==> config.mk <==
export PLATFORM = sky130hd
export DESIGN_NAME = phase_sequencer_flat
export DESIGN_NICKNAME = d
export VERILOG_FILES = /design/src/rtl/phase_sequencer_pkg.sv /design/src/rtl/phase_sequencer_if.sv /design/src/rtl/phase_sequencer_rr.sv /design/src/rtl/phase_sequencer.sv /design/src/flat_wrapper.sv
export SDC_FILE = /design/constraint.sdc
export NUM_CORES = 1
export LEC_CHECK = 0
export ABC_CLOCK_PERIOD_IN_PS = 9100
export CORE_MARGIN = 2
export CORE_UTILIZATION = 55
export CTS_CLUSTER_DIAMETER = 150
export CTS_CLUSTER_SIZE = 14
export DETAILED_ROUTE_END_ITERATION = 8
export GPL_TIMING_DRIVEN = 1
export HOLD_SLACK_MARGIN = 0.05
export PLACE_DENSITY = 0.86
export SLEW_MARGIN = 20
export SYNTH_ARGS = -nofsm -noshare
export SYNTH_HDL_FRONTEND = slang
export SYNTH_SLANG_ARGS = --single-unit
==> constraint.sdc <==
create_clock -name clk -period 9.1 [get_ports clk]
set_input_delay 1.82 -clock clk [delete_from_list [all_inputs] [get_ports clk]]
set_output_delay 1.82 -clock clk [all_outputs]
set_load 0.02 [all_outputs]
==> src/rtl/phase_sequencer_pkg.sv <==
// traffic_pkg: phase codes, index type and FSM states shared by the phase sequencer.
package traffic_pkg;
  localparam int NUM_PHASES = 7;
  typedef logic [2:0] phase_idx_t;
  typedef enum logic [1:0] {GREEN, YELLOW, ALLRED} fsm_e;
  localparam logic [3:0] CODE_A = 4'b0000;
  localparam logic [3:0] CODE_B = 4'b0001;
  localparam logic [3:0] CODE_C = 4'b0010;
  localparam logic [3:0] CODE_D = 4'b0100;
  localparam logic [3:0] CODE_E = 4'b1000;
  localparam logic [3:0] CODE_F = 4'b1111;
  localparam logic [3:0] CODE_G = 4'b1110;
  function automatic logic [3:0] code(input phase_idx_t idx);
    return idx == 3'd1 ? CODE_B :
           idx == 3'd2 ? CODE_C :
           idx == 3'd3 ? CODE_D :
           idx == 3'd4 ? CODE_E :
           idx == 3'd5 ? CODE_F :
           idx == 3'd6 ? CODE_G : CODE_A;
  endfunction
endpackage

==> src/rtl/phase_sequencer_if.sv <==
// phase_sequencer_if: tick/request inputs and phase outputs of the sequencer.
interface phase_sequencer_if;
  import traffic_pkg::*;
  logic       tick;
  logic [6:0] req;
  logic [3:0] state;
  logic       yellow;
  logic       allred;
  phase_idx_t grant_idx;
  modport master(output tick, req, input state, yellow, allred, grant_idx);
  modport slave(input tick, req, output state, yellow, allred, grant_idx);
endinterface

==> src/rtl/phase_sequencer_rr.sv <==
// rr_next_phase: first requesting phase after cur_idx_i, wrapping 6->0, excluding cur_idx_i.
module rr_next_phase
  import traffic_pkg::*;
(
  input  logic [6:0] req_i,
  input  phase_idx_t cur_idx_i,
  output phase_idx_t next_idx_o,
  output logic       found_o
);
  // scan farthest offset first so the nearest requester wins
  always_comb begin
    next_idx_o = cur_idx_i;
    found_o = 1'b0;
    for (int k = NUM_PHASES - 1; k >= 1; k--) begin
      if (req_i[(int'(cur_idx_i) + k) % NUM_PHASES]) begin
        next_idx_o = phase_idx_t'((int'(cur_idx_i) + k) % NUM_PHASES);
        found_o = 1'b1;
      end
    end
  end
endmodule

==> src/rtl/phase_sequencer.sv <==
// phase_sequencer: round-robin green/yellow/all-red controller producing the phase code.
module phase_sequencer
  import traffic_pkg::*;
#(
  parameter int MIN_GREEN = 5,
  parameter int MAX_GREEN = 20,
  parameter int YELLOW_T  = 3,
  parameter int ALLRED_T  = 1,
  parameter int TW        = 5
) (
  input logic clk,
  input logic rst_n,
  phase_sequencer_if.slave bus
);
  localparam logic [TW:0] MIN_N = (TW+1)'(MIN_GREEN);
  localparam logic [TW:0] MAX_N = (TW+1)'(MAX_GREEN);
  localparam logic [TW:0] YEL_N = (TW+1)'(YELLOW_T);
  localparam logic [TW:0] AR_N  = (TW+1)'(ALLRED_T);
  fsm_e          fsm_q, fsm_d;
  phase_idx_t    grant_q, grant_d, next_q, next_d, pick;
  logic [TW-1:0] dwell_q, dwell_d, n_sat;
  logic [TW:0]   n;
  logic [3:0]    state_q, state_d;
  logic          yellow_q, yellow_d, allred_q, allred_d, others_req, green_exit;
  rr_next_phase u_rr (
    .req_i      (bus.req),
    .cur_idx_i  (grant_q),
    .next_idx_o (pick),
    .found_o    (others_req)
  );
  assign n = (TW+1)'(dwell_q) + (TW+1)'(1);
  assign n_sat = n[TW] ? '1 : n[TW-1:0];
  assign green_exit = n >= MIN_N && others_req && (!bus.req[grant_q] || n >= MAX_N);
  // per-Tick state transitions; nothing moves without a Tick
  always_comb begin
    fsm_d = fsm_q;
    grant_d = grant_q;
    next_d = next_q;
    dwell_d = dwell_q;
    state_d = state_q;
    yellow_d = yellow_q;
    allred_d = allred_q;
    if (bus.tick) begin
      case (fsm_q)
        GREEN: begin
          dwell_d = green_exit ? '0 : n_sat;
          if (green_exit) begin
            fsm_d = YELLOW;
            yellow_d = 1'b1;
            next_d = pick;
          end
        end
        YELLOW: begin
          dwell_d = n == YEL_N ? '0 : n_sat;
          if (n == YEL_N) begin
            yellow_d = 1'b0;
            fsm_d = ALLRED_T > 0 ? ALLRED : GREEN;
            allred_d = ALLRED_T > 0;
            grant_d = ALLRED_T > 0 ? grant_q : next_q;
            state_d = ALLRED_T > 0 ? state_q : code(next_q);
          end
        end
        ALLRED: begin
          dwell_d = n == AR_N ? '0 : n_sat;
          if (n == AR_N) begin
            allred_d = 1'b0;
            fsm_d = GREEN;
            grant_d = next_q;
            state_d = code(next_q);
          end
        end
        default: begin
          fsm_d = GREEN;
          dwell_d = '0;
          yellow_d = 1'b0;
          allred_d = 1'b0;
        end
      endcase
    end
  end
  // state and registered outputs, async reset to phase A green
  always_ff @(posedge clk or negedge rst_n) begin
    if (!rst_n) begin
      fsm_q <= GREEN;
      grant_q <= '0;
      next_q <= '0;
      dwell_q <= '0;
      state_q <= CODE_A;
      yellow_q <= 1'b0;
      allred_q <= 1'b0;
    end else begin
      fsm_q <= fsm_d;
      grant_q <= grant_d;
      next_q <= next_d;
      dwell_q <= dwell_d;
      state_q <= state_d;
      yellow_q <= yellow_d;
      allred_q <= allred_d;
    end
  end
  assign bus.state = state_q;
  assign bus.yellow = yellow_q;
  assign bus.allred = allred_q;
  assign bus.grant_idx = grant_q;
endmodule

==> src/flat_wrapper.sv <==
// flat-port wrapper written by rule: the top's interface ports become plain ports
module phase_sequencer_flat import traffic_pkg::*;
#(
  parameter int MIN_GREEN = 5,
  parameter int MAX_GREEN = 20,
  parameter int YELLOW_T  = 3,
  parameter int ALLRED_T  = 1,
  parameter int TW        = 5
)
  (clk, rst_n, bus_tick, bus_req, bus_state, bus_yellow, bus_allred, bus_grant_idx);
  phase_sequencer_if bus_i ();
  input logic clk;
  input logic rst_n;
  input wire logic [$bits(bus_i.tick)-1:0] bus_tick;
  input wire logic [$bits(bus_i.req)-1:0] bus_req;
  output wire logic [$bits(bus_i.state)-1:0] bus_state;
  output wire logic [$bits(bus_i.yellow)-1:0] bus_yellow;
  output wire logic [$bits(bus_i.allred)-1:0] bus_allred;
  output wire logic [$bits(bus_i.grant_idx)-1:0] bus_grant_idx;
  assign bus_i.tick = bus_tick;
  assign bus_i.req = bus_req;
  assign bus_state = bus_i.state;
  assign bus_yellow = bus_i.yellow;
  assign bus_allred = bus_i.allred;
  assign bus_grant_idx = bus_i.grant_idx;
  phase_sequencer #(.MIN_GREEN(MIN_GREEN), .MAX_GREEN(MAX_GREEN), .YELLOW_T(YELLOW_T), .ALLRED_T(ALLRED_T), .TW(TW)) u_core (.clk(clk), .rst_n(rst_n), .bus(bus_i));
endmodule
# [Word level (Yosys, flattened, before mapping)]
# Index checks and enable logic that the tools add are counted.
[classes] n_eq_ne=13 n_mul=0 shift=0 reduce_logical=10 add_sub_neg=7 n_bitwise=2 mux=53 n_lt_le_gt_ge=9 div_mod_pow=6
[op_table] cell="32-bit by 5-bit less-than comparator with 1-bit output (second input constant)" n=6
[op_table] cell="32-bit by 4-bit modulo with 32-bit output (second input constant)" n=6
[op_table] cell="4-bit two-way mux" n=6
[op_table] cell="1-bit two-way mux" n=23
[op_table] cell="1-bit binary-select mux with 3-bit select" n=7
[op_table] cell="5-bit two-way mux" n=4
[op_table] cell="3-bit two-way mux" n=6
[op_table] cell="5-bit case mux with 3 select lines" n=1
[op_table] cell="3-bit by 3-bit adder with 4-bit output (second input constant)" n=3
[op_table] cell="4-bit AND reduction" n=3
[op_table] cell="3-bit equality test (second input constant)" n=3
[op_table] cell="3-bit by 2-bit adder with 4-bit output (second input constant)" n=2
[op_table] cell="5-bit by 1-bit adder with 6-bit output (second input constant)" n=1
[op_table] cell="3-bit by 2-bit equality test with 1-bit output (second input constant)" n=2
[op_table] cell="6-bit by 1-bit equality test with 1-bit output (second input constant)" n=1
[op_table] cell="6-bit by 2-bit equality test with 1-bit output (second input constant)" n=1
[op_table] cell="6-bit by 3-bit >= comparator with 1-bit output (second input constant)" n=1
[op_table] cell="6-bit by 5-bit >= comparator with 1-bit output (second input constant)" n=1
[op_table] cell="2-bit two-way mux" n=3
[op_table] cell="2-bit by 1-bit inequality test with 1-bit output (second input constant)" n=3
[op_table] cell="1-bit case mux with 3 select lines" n=2
[op_table] cell="2-bit case mux with 3 select lines" n=1
[op_table] cell="3-bit AND reduction" n=2
[op_table] cell="3-bit by 1-bit adder with 4-bit output (second input constant)" n=1
[op_table] cell="9 further kinds" n=11
[totals] ff_bits=19 latch_bits=0 mem_count=0 in_bits=10 romBits=0 ram_bits=0

# [Longest topological paths before layout]
# Gate-level depths: netlist of the first run.
[depth] word_depth=15 mapped_depth=18 depth_no_buf=17

# [Cells and area by module]
# Synthesis of the first run repeated with hierarchy kept, for this count alone.
[unflattened] hier_cells=405 area_unflattened_um2=3241.9
[modules_own_cells] module="rr_next_phase" seq_area_each_um2=0.0 n_inst=1 cells_per_inst=283 area_each_um2=2006.9
[modules_own_cells] module="phase_sequencer" seq_area_each_um2=475.5 n_inst=1 cells_per_inst=122 area_each_um2=1234.9

# [Worst setup path before layout of the first run]
# OpenSTA, ideal clock, no wires.
[synth_path] kind="reg2reg" from="register u_core.grant_q[0], in the netlist u_core.bus.grant_idx[0]" to="register u_core.next_q[0]" path_slack_ns=4.508 setup_time_ns=0.095 period_less_slack_ns=4.592 arrival_time_ns=4.497 path_buffers=1 path_stages_with_launch=18 required_ns=9.005 cell_sequence="dfrtp_1 buf_2 clkinv_1 ha_1 clkinv_1 ha_1 ha_1 a31oi_1 xnor2_1 ha_1 inv_1 o21ba_2 xnor2_1 mux4_2 mux2i_4 mux2_2 o211a_1 o31ai_1"
[synth_between] elab_chain_cells=14 word_cells_on_any_way=49 cone_classes="6 x add/sub; 6 x div; 32 x mux; 5 x reduce/logical"
[synth_lines] element="start: declaration" line="phase_sequencer.sv:20" text="phase_idx_t grant_q, grant_d, next_q, next_d, pick;"
[synth_lines] element="start signal: assignment" line="phase_sequencer.sv:93" text="grant_q <= grant_d;"
[synth_lines] element="3-bit by 3-bit adder with 4-bit output" line="phase_sequencer_rr.sv:15, phase_sequencer_rr.sv:16"
[synth_lines] element="32-bit by 4-bit modulo with 32-bit output" line="phase_sequencer_rr.sv:15, phase_sequencer_rr.sv:16"
[synth_lines] element="1-bit binary-select mux with 3-bit select" line="phase_sequencer_rr.sv:15" text="if (req_i[(int'(cur_idx_i) + k) % NUM_PHASES]) begin"
[synth_lines] element="1-bit two-way mux (not written as such) (2 in a row)" line="phase_sequencer_rr.sv:15"
[synth_lines] element="1-bit two-way mux (6 in a row)" line="phase_sequencer_rr.sv:15"
[synth_lines] element="1-bit logical AND (2 in a row)" line="phase_sequencer.sv:33" text="assign green_exit = n >= MIN_N && others_req && (!bus.req[grant_q] || n >= MAX_N);"
[synth_lines] element="3-bit AND reduction (no line)"
[synth_lines] element="end signal: assignment" line="phase_sequencer.sv:94" text="next_q <= next_d;"
[synth_lines] element="end: declaration" line="phase_sequencer.sv:20"
# Several ways; a longest one is shown, not always the timed one. The select of a mux whose other input is x is not followed.
# A chain may end at the register's enable or synchronous reset.

# [Final worst setup path of the first run]
[layout_path] from="register u_core.grant_q[0], in the netlist u_core.bus.grant_idx[0]" to="register u_core.next_q[2]"
# Same word-level chain as after synthesis.

==> results of run 1 <==
-- state kept, by name (all words and copies together), names as in the netlist --
signal	count
u_core.next_q	3
u_core.fsm_q	2
u_core.dwell_q	5
u_core.bus.grant_idx	3
u_core.bus.state	4
u_core.bus.allred	1
u_core.bus.yellow	1
-- per-layer routing --
layer | global-route usage | part of all wire
met5 | 0 | 0
met4 | 0.06349 | 0.019
met3 | 0.04685 | 0.075
met2 | 0.4318 | 0.47
met1 | 0.3697 | 0.43
-- logic make-up after synthesis --
kind of cell    after synthesis  synth area share
xor+xnor                     15           0.05299
buf+inv                      37           0.05843
mux                          38            0.1662
simple gates                108            0.2079
fa+ha+maj                    21           0.09511
compound gates              103            0.2473
flops                        19            0.1721
-- through the flow --
| step | cell area, µm² | worst slack, ns |
|---|---|---|
| 4_1_cts | 3015 | 4.088 |
| 5_1_grt | 3015 | 3.613 |
| 6_report | 3015 | 4.014 |
| 3_3_place_gp | 2967 | 4.282 |
| 2_1_floorplan | 2763 | 4.508 |
| 3_5_place_dp | 2967 | 4.116 |
-- final cells by class --
cell class	instances	area share
clock buffer	3	0.01369
multi-input combinational	285	0.7050
timing repair buffer	20	0.06473
tap	67	0.02780
inverter	23	0.02863
sequential	19	0.1577
clock inverter	1	0.002490
-- path summary, 6_finish.rpt --
kind / start / endpoint / slack [ns] / cells past startpoint
max: u_core.bus.grant_idx[0] / u_core.next_q[2] / 4.01 / 17
min: u_core.bus.state[0] / u_core.bus.state[0] / 0.51 / 1
max reg2reg: u_core.bus.grant_idx[0] / u_core.next_q[2] / 4.01 / 17
min reg2reg: u_core.bus.state[0] / u_core.bus.state[0] / 0.51 / 1
max in group asynchronous: rst_n / u_core.next_q[0] / 6.52 / 1
min in group asynchronous: rst_n / u_core.dwell_q[1] / 2.05 / 1
-- placed cells by master, fill, tap and decap left out, drive strengths merged, types with 3 or more instances in the layout --
master	n
nor2	17
nor3	6
clkdlybuf4s50	18
a211oi	5
o22ai	5
mux4	3
o211ai	3
a21oi	26
a211o	4
nand2b	15
clkbuf	3
or3b	3
a31oi	10
nand2	31
and3	6
ha	21
nor2b	6
xnor2	13
mux2i	18
dfrtp	19
mux2	17
inv	21
a21o	4
nand3	13
o21ai	24
==> metrics.md, run 1 <==
| Metric | Value |
|---|---|
| CP Buf/Inv Count | `4` |
| Post-Synthesis Cells | `341` |
| Clk sinks | `19` |
| Crit Path Class | `reg -> reg` |
| Endpoints failing setup | `0` |
| Cell taking the most area after synthesis | `dfrtp_1` |
| Syn Nets | `372` |
| Crit path DAT | `5.23 ns` |
| Total GRT Usage | `0.2663` |
| DRC Markers | `0` |
| Worst path cell trace | `buf_4, clkinv_1, ha_1, clkinv_1, ha_1, ha_1, a31oi_1, xnor2_1, ha_1, inv_1, o21ba_2, or3b_1, a21oi_1, or3_1, mux2i_4, a211oi_1, mux2_2` |
| Worst path required time | `9.25 ns` |
| Final Hold Fails | `0` |
| Htree depth | `1` |
| PostCTS Resize Cnt | `0` |
| Die W | `74.88 µm` |
| Period utilisation layout | `0.5589` |
| Crit. End Element | `register` |
| Largest net degree at the start of global routing | `34` |
| Synthesized cell area | `2763 µm²` |
| Seq cells post-synth | `19` |
| Final Core Density | `0.6301` |
| Status | `complete, no violations` |
| Avg WL per Cell | `16.57 µm` |
| Worst path most repeated cell | `ha_1` |
| Die Span Y | `74.88 µm` |
| Worst-Margin Slew | `0.8603 ns` |
| ANT nets after route | `0` |
| CTS tree | `yes` |
| I/O pin cnt | `19` |
| Layout Area Growth over Synthesis | `9.148%` |
| Initial Util | `0.5773` |
| Vias in the first global route | `2,466` |
| CP max FO | `33` |
| Top cell type's share of synthesized area | `0.1721` |
| Top cells by count, synth | `nand2_1, o21ai_0, a21oi_1` |
| First DRT Iteration DRCs | `206` |
| Core area | `4786 µm²` |
| Hold-fix buffers at CTS | `0` |
| HP Class | `reg -> reg` |
| Nets | `383` |
| Mapped Avg Cell Area | `8.102 µm²` |
| Startpoint types | `register` |
| # rows | `25` |
| Post-synthesis sequential area ratio | `0.1721` |
| Inserted Diodes | `0` |
| Final WL | `6.928 mm` |
| WHS | `0.5096 ns` |
| CTS Buffer Depth | `2` |
| Pre-antenna DRT Iters | `5` |
| Fillers | `398` |
| DP HPWL | `5.233 mm` |
| Max-slew violations | `0` |
| Vias per std cell | `6.342` |
| Port Buf Inserts | `18` |
| Die ar. | `5606 µm²` |
| TNS Setup | `0 ns` |
| Area of the multi-input gates | `2126 µm²` |
| CTS buffer count | `3` |
| Synth Warn # | `0` |
| Global route total overflow | `0` |
| Slowest stage cell, crit path | `a211oi_1` |
| CP max stage delay | `0.64 ns` |
| Unrepaired setup endpoints after global routing | `false` |
| Fmax | `196.6 MHz` |
| Global-route wire length before repair | `11.72 mm` |
| Antenna violations before repair | `0` |
| Worst skew pair latency | `0.26 ns` |
| EDFF count, synth | `0` |
| Library cells used by synthesis | `68` |
| Clock transition at path regs | `0.07 ns` |
| FF/Latch Area | `475.5 µm²` |
| Vias | `2,651` |
| Normalized max-slew margin | `0.4247` |
| Cell family with most CP delay | `compound AO/OA/AOI/OAI gates` |
| Most common cell in the synthesized netlist | `nand2_1` |
| Most common flop cell mapped by yosys | `dfrtp_1` |
| FFs w/ async S/R, synth | `1.000` |
| Layout cells sized above 1 | `0.1282` |
| Gpl congestion | `0.9910` |
| Root Driver | `clkbuf_8` |
| Top cells by area, synth | `dfrtp_1, ha_1, mux2_2, mux2i_1, o21ai_0` |
| Max-cap violations | `0` |
| Fin cells | `418` |
| Final clock skew | `0.002695 ns` |
| Placed Cells | `414` |
| Postcts setup bufs | `0` |
| Minimum clock period | `5.086 ns` |
Power of run 1 is not shown: default switching activity piles up to over one toggle a cycle in this logic, so the estimate is an artifact.
==> run 2: changes to the inputs <==
Settings changed: ABC_CLOCK_PERIOD_IN_PS 9100 to 4500, PLACE_DENSITY 0.86 to 0.89.
Clock period 9.1 ns to 4.5 ns, I/O delays scaled along.
==> run 2 against run 1 <==
Effect of this change: non-clock buffer count rose by 9; routed wire length increased by 9.4%; largest cell class unchanged; fmax rose by 18%; hold slack worse by 0.012 ns; critical path depth decreased by 1; critical path type unchanged; count of clock-buffer cells in the layout unchanged; flip-flop and latch count stayed put; via count up 4.9%; highest routed layer unchanged.
==> metrics.md, run 2 (same netlist as run 1, synthesis figures left out) <==
| Metric | Value |
|---|---|
| ANT nets after route | `0 (unchanged)` |
| CP max FO | `7 (-79%)` |
| Startpoint types | `register` |
| Fillers | `390 (-2.0%)` |
| First DRT Iteration DRCs | `289 (+40%)` |
| Crit. End Element | `register` |
| Vias in the first global route | `2,573 (+4.3%)` |
| Total GRT Usage | `0.2805 (+0.01423)` |
| Avg WL per Cell | `17.74 µm (+7.0%)` |
| Inserted Diodes | `0 (unchanged)` |
| Crit path DAT | `4.48 ns (-0.75 ns)` |
| Layout cells sized above 1 | `0.1667 (+0.03846)` |
| Global route total overflow | `0 (unchanged)` |
| Worst path required time | `4.68 ns (-4.57 ns)` |
| Core area | `4786 µm² (unchanged)` |
| CTS tree | `yes` |
| CP max stage delay | `0.42 ns (-0.22 ns)` |
| Leading cell types in the layout, fill and taps excluded | `nand2_1, o21ai_0, a21oi_1` |
| Crit Path Class | `reg -> reg` |
| Vias per std cell | `6.511 (+2.7%)` |
| FF/Latch Area | `476.7 µm² (+0.26%)` |
| Largest net degree at the start of global routing | `32 (-5.9%)` |
| PostCTS Resize Cnt | `0 (unchanged)` |
| Max reg flops | `5 (unchanged)` |
| Pre-antenna DRT Iters | `5 (unchanged)` |
| Final Hold Fails | `0 (unchanged)` |
| Gpl congestion | `0.9502 (-4.1%)` |
| CTS buffer count | `3 (unchanged)` |
| Worst path cell trace | `inv_1, ha_1, a21o_1, a21oi_1, nor2_1, ha_1, a21oi_1, a21oi_4, xnor2_4, mux2_2, o211ai_1, nand2_2, nor4_4, a21oi_2, or3_4, o22ai_1` |
| Normalized max-slew margin | `0.3820 (-0.04274)` |
| Die ar. | `5606 µm² (unchanged)` |
| Nets | `392 (+2.3%)` |
| Final clock skew | `0.006863 ns (+0.004168 ns)` |
| Vias | `2,780 (+4.9%)` |
| Largest register by flop count | `u_core.dwell_q` |
| Die W | `74.88 µm (unchanged)` |
| HP Class | `reg -> reg` |
| Postcts setup bufs | `0 (unchanged)` |
| Area of the multi-input gates | `2161 µm² (+1.6%)` |
| Placed Cells | `423 (+2.2%)` |
| Max-slew violations | `0 (unchanged)` |
| DRC Markers | `0 (unchanged)` |
| Worst-Margin Slew | `0.9242 ns (+0.06391 ns)` |
| CTS Buffer Depth | `2 (unchanged)` |
| Fmax | `232.2 MHz (+18%)` |
| Fin cells | `427 (+2.2%)` |
| Max-cap violations | `0 (unchanged)` |
| Period utilisation layout | `0.9570 (+0.3982)` |
| TNS Setup | `0 ns (unchanged)` |
| DP HPWL | `5.674 mm (+8.4%)` |
| Initial Util | `0.5773 (unchanged)` |
| Layout Area Growth over Synthesis | `12.91%` |
| Worst skew pair latency | `0.27 ns (about the same)` |
| Endpoints failing setup | `0 (unchanged)` |
| Minimum clock period | `4.307 ns (-0.7790 ns)` |
| Port Buf Inserts | `18 (unchanged)` |
| Unrepaired setup endpoints after global routing | `false` |
| Die Span Y | `74.88 µm (unchanged)` |
| # rows | `25 (unchanged)` |
| Htree depth | `1 (unchanged)` |
| Final WL | `7.576 mm (+9.4%)` |
| Hold-fix buffers at CTS | `0 (unchanged)` |
| Clock transition at path regs | `0.08 ns (about the same)` |
| Commonest non-fill, non-tap cell in the layout | `nand2_1` |
| Global-route wire length before repair | `12.27 mm (+4.7%)` |
| Antenna violations before repair | `0 (unchanged)` |
| Clk sinks | `19 (unchanged)` |
| Root Driver | `clkbuf_8` |
| Slowest stage cell, crit path | `dfrtp_1` |
| I/O pin cnt | `19 (unchanged)` |
| Status | `complete, no violations` |
==> run 2: changes by cell type in the layout (fill, tap and decap cells not counted) <==
cell,before,now
buf_4,2,11
a211oi_1,5,4
a211oi_2,0,1
dfrtp_1,19,18
dfrtp_2,0,1
ha_1,21,20
ha_2,0,1
mux2i_1,16,15
mux2i_2,1,2
o31ai_1,2,1
o31ai_2,0,1
xnor2_1,11,10
xnor2_4,0,1
==> run 2: metrics by stage <==
step           hold slack [ns]  setup slack, ns  utilization  cell area, µm²
2_1_floorplan           0.5169          0.01649            -            2764
3_3_place_gp            0.4781           0.3240       0.6342            3035
3_5_place_dp            0.4779           0.2054       0.6342            3035
4_1_cts                 0.4969           0.1923       0.6444            3084
5_1_grt                 0.5232          0.01367       0.6518            3119
6_report                0.4974           0.1934       0.6518            3119
==> run 2: layout make-up <==
class,instances,area share
clock buffer,3,0.01324
clock inverter,1,0.002407
inverter,23,0.02768
multi-input combinational,285,0.6927
sequential,19,0.1528
tap,67,0.02688
timing repair buffer,29,0.08424
==> run 2: path summary, 6_finish.rpt <==
check / start / end / slack, ns / depth (start not counted)
worst max-delay path: u_core.bus.grant_idx[2] / u_core.dwell_q[2] / 0.19 / 16
worst min-delay path: u_core.bus.allred / u_core.bus.allred / 0.50 / 1
worst max register to register: u_core.bus.grant_idx[2] / u_core.dwell_q[2] / 0.19 / 16
worst min register to register: u_core.bus.allred / u_core.bus.allred / 0.50 / 1
max in group asynchronous: rst_n / u_core.bus.grant_idx[0] / 2.72 / 1
min in group asynchronous: rst_n / u_core.bus.allred / 1.15 / 1
==> run 2: worst max-delay path: cells and delay by family (launching register included) <==
family / cells / cell delay (ns)
flip-flops: 1 / 0.42
adder cells (fa/ha/maj): 2 / 0.51
XOR/XNOR: 1 / 0.25
AO/OA/AOI/OAI: 7 / 1.39
buffers and inverters: 1 / 0.23
multiplexers: 1 / 0.37
AND/OR/NAND/NOR: 4 / 1.02
==> run 2: layer usage <==
metal / GRT usage / part of all wire / up-vias
met1: 0.3936 / 0.42 / 1300
met2: 0.4513 / 0.46 / 163
met5: 0 / 0 / -
met3: 0.03882 / 0.087 / 22
li1: - / - / 1295
met4: 0.07937 / 0.025 / 0
Power of run 2 is left out for the same reason.
==> run 3: changes to the inputs <==
Settings changed: CORE_MARGIN 2 to 3.
==> run 3 against run 2 <==
Effect of this change: non-clock buffer count up 2; fmax is 0.13% higher; first-iteration DRC count is 16% lower; register-to-register slack hardly changed; sequential share of layout area is 0.071 points higher; final area decreased by 0.20%; clock skew is 0.00068 ns lower; flip-flop and latch count stayed put; via count decreased by 2.3%; critical path depth did not move; global-route usage is 2.5 points lower; largest cell class unchanged.
==> metrics.md, run 3 (same netlist as run 1, synthesis figures left out) <==
| Metric | Value |
|---|---|
| Status | `complete, no violations` |
| Cells on worst reg2reg path | `16 (unchanged)` |
| Vias per std cell | `6.329 (-2.8%)` |
| Placement Cell Area | `3050 µm² (+0.49%)` |
| Worst-Margin Slew | `0.8558 ns (-0.06835 ns)` |
| Global-route wire length before repair | `12.47 mm (+1.6%)` |
| Avg WL per Cell | `17.05 µm (-3.9%)` |
| HP Class | `reg -> reg` |
| Worst Hold Path EP | `u_core.bus.allred` |
| CTS buffer count | `3 (unchanged)` |
| Vias in the first global route | `2,638 (+2.5%)` |
| Largest register by flop count | `u_core.dwell_q` |
| Crit path DAT | `4.48 ns (about the same)` |
| Max-slew violations | `0 (unchanged)` |
| Layout Area Growth over Synthesis | `12.68%` |
| Placed Cells | `425 (+0.47%)` |
| Minimum clock period | `4.301 ns (-0.005454 ns)` |
| Normalized max-slew margin | `0.4277 (+0.04571)` |
| Worst hold start | `u_core.bus.allred` |
| Fin cells | `429 (+0.47%)` |
| Nets | `394 (+0.51%)` |
| Commonest non-fill, non-tap cell in the layout | `nand2_1` |
| Layout cells sized above 1 | `0.1602 (-0.006446)` |
| DP HPWL | `5.521 mm (-2.7%)` |
| Endpoints failing setup | `0 (unchanged)` |
| Final WL | `7.313 mm (-3.5%)` |
| Die Span Y | `76.88 µm (+2.7%)` |
| Cell family with most CP delay | `compound AO/OA/AOI/OAI gates` |
| Die ar. | `5910 µm² (+5.4%)` |
| Worst path required time | `4.68 ns (about the same)` |
| Core area | `4786 µm² (unchanged)` |
| Final Core Density | `0.6505 (-0.001307)` |
| Global route total overflow | `0 (unchanged)` |
| Clock transition at path regs | `0.08 ns (about the same)` |
| Crit Path Class | `reg -> reg` |
| CTS tree | `yes` |
| Reg2reg end | `u_core.dwell_q[3]` |
| Antenna violations before repair | `0 (unchanged)` |
| Slowest stage cell, crit path | `mux4_2` |
| Htree depth | `1 (unchanged)` |
| Vias | `2,715 (-2.3%)` |
| Startpoint types | `register` |
| CTS Buffer Depth | `2 (unchanged)` |
| Clk sinks | `19 (unchanged)` |
| Postcts setup bufs | `0 (unchanged)` |
| Inserted Diodes | `0 (unchanged)` |
| Final Instance Area | `3113 µm² (-0.20%)` |
| Fmax | `232.5 MHz (+0.13%)` |
| Crit. End Element | `register` |
| Period utilisation layout | `0.9558 (-0.001212)` |
| Max reg flops | `5 (unchanged)` |
| I/O pin cnt | `19 (unchanged)` |
| ANT nets after route | `0 (unchanged)` |
| # rows | `25 (unchanged)` |
| Largest net degree at the start of global routing | `33 (+3.1%)` |
| Max-cap violations | `0 (unchanged)` |
| Pre-antenna DRT Iters | `5 (unchanged)` |
| Total GRT Usage | `0.2554 (-0.02511)` |
| CP max FO | `9 (+2)` |
| Worst path cell trace | `inv_1, ha_1, a21o_1, a21oi_1, nor2_1, ha_1, a21oi_1, a21oi_4, xnor2_4, mux4_2, nand2b_2, nand2_2, nor4_4, a21oi_2, or3_4, o2bb2ai_1` |
| Die W | `76.88 µm (+2.7%)` |
| Hold-fix buffers at CTS | `0 (unchanged)` |
| CP Buf/Inv Count | `1 (unchanged)` |
| Initial Util | `0.5773 (unchanged)` |
| Gpl congestion | `0.9502 (unchanged)` |
| FF-to-FF Start | `u_core.bus.grant_idx[2]` |
| CP max stage delay | `0.54 ns (+0.12 ns)` |
| Worst hold path cell count | `1 (unchanged)` |
| R2r setup slk | `0.20 ns (about the same)` |
| First DRT Iteration DRCs | `243 (-16%)` |
| Port Buf Inserts | `18 (unchanged)` |
| Leading cell types in the layout, fill and taps excluded | `nand2_1, o21ai_0, a21oi_1` |
| Final clock skew | `0.006181 ns (-0.0006817 ns)` |
| Worst skew pair latency | `0.26 ns (about the same)` |
| Root Driver | `clkbuf_8` |
| Final Hold Fails | `0 (unchanged)` |
| DRC Markers | `0 (unchanged)` |
run 3: worst max path at each step:
stage | start | to | slack (ns) | depth (start not counted)
2_1_floorplan | u_core.bus.grant_idx[0] | u_core.next_q[0] | 0.02 | 17
6_report | u_core.bus.grant_idx[2] | u_core.dwell_q[3] | 0.20 | 16
5_1_grt | u_core.bus.grant_idx[2] | u_core.dwell_q[3] | -0.03 | 16
3_3_place_gp | u_core.bus.grant_idx[2] | u_core.dwell_q[3] | 0.29 | 16
3_5_place_dp | u_core.bus.grant_idx[2] | u_core.dwell_q[3] | 0.12 | 16
4_1_cts | u_core.bus.grant_idx[2] | u_core.dwell_q[3] | 0.09 | 16
run 3: layout make-up:
class                   instances  area, µm²
multi-input cells             285       2142
well taps                      67      83.83
inverters                      23      86.33
clock buffers                   4      45.04
repair buffers                 31      277.8
fillers                       391       1673
flip-flops and latches         19      478.0
run 3: what timing repair did:
action                                  CTS  global route
hold endpoints to repair                  0             0
endpoints found under the setup margin    0             9
resized for setup                         0             3
run 3: routing by layer:
metal,part of all wire,global-route usage
met5,0,0
met4,0.025,0.08152
met3,0.075,0.04225
met2,0.47,0.4138
met1,0.43,0.3460
run 3: metrics by stage:
step	setup TNS, ns	setup WS (ns)	hold WS, ns
after floorplan	0	0.01649	0.5169
after global placement	0	0.2884	0.4738
after detailed placement	0	0.1229	0.4935
after CTS	0	0.09170	0.5096
after global routing	-0.05041	-0.02671	0.5194
final	0	0.1989	0.5018
Power of run 3 is left out for the same reason.
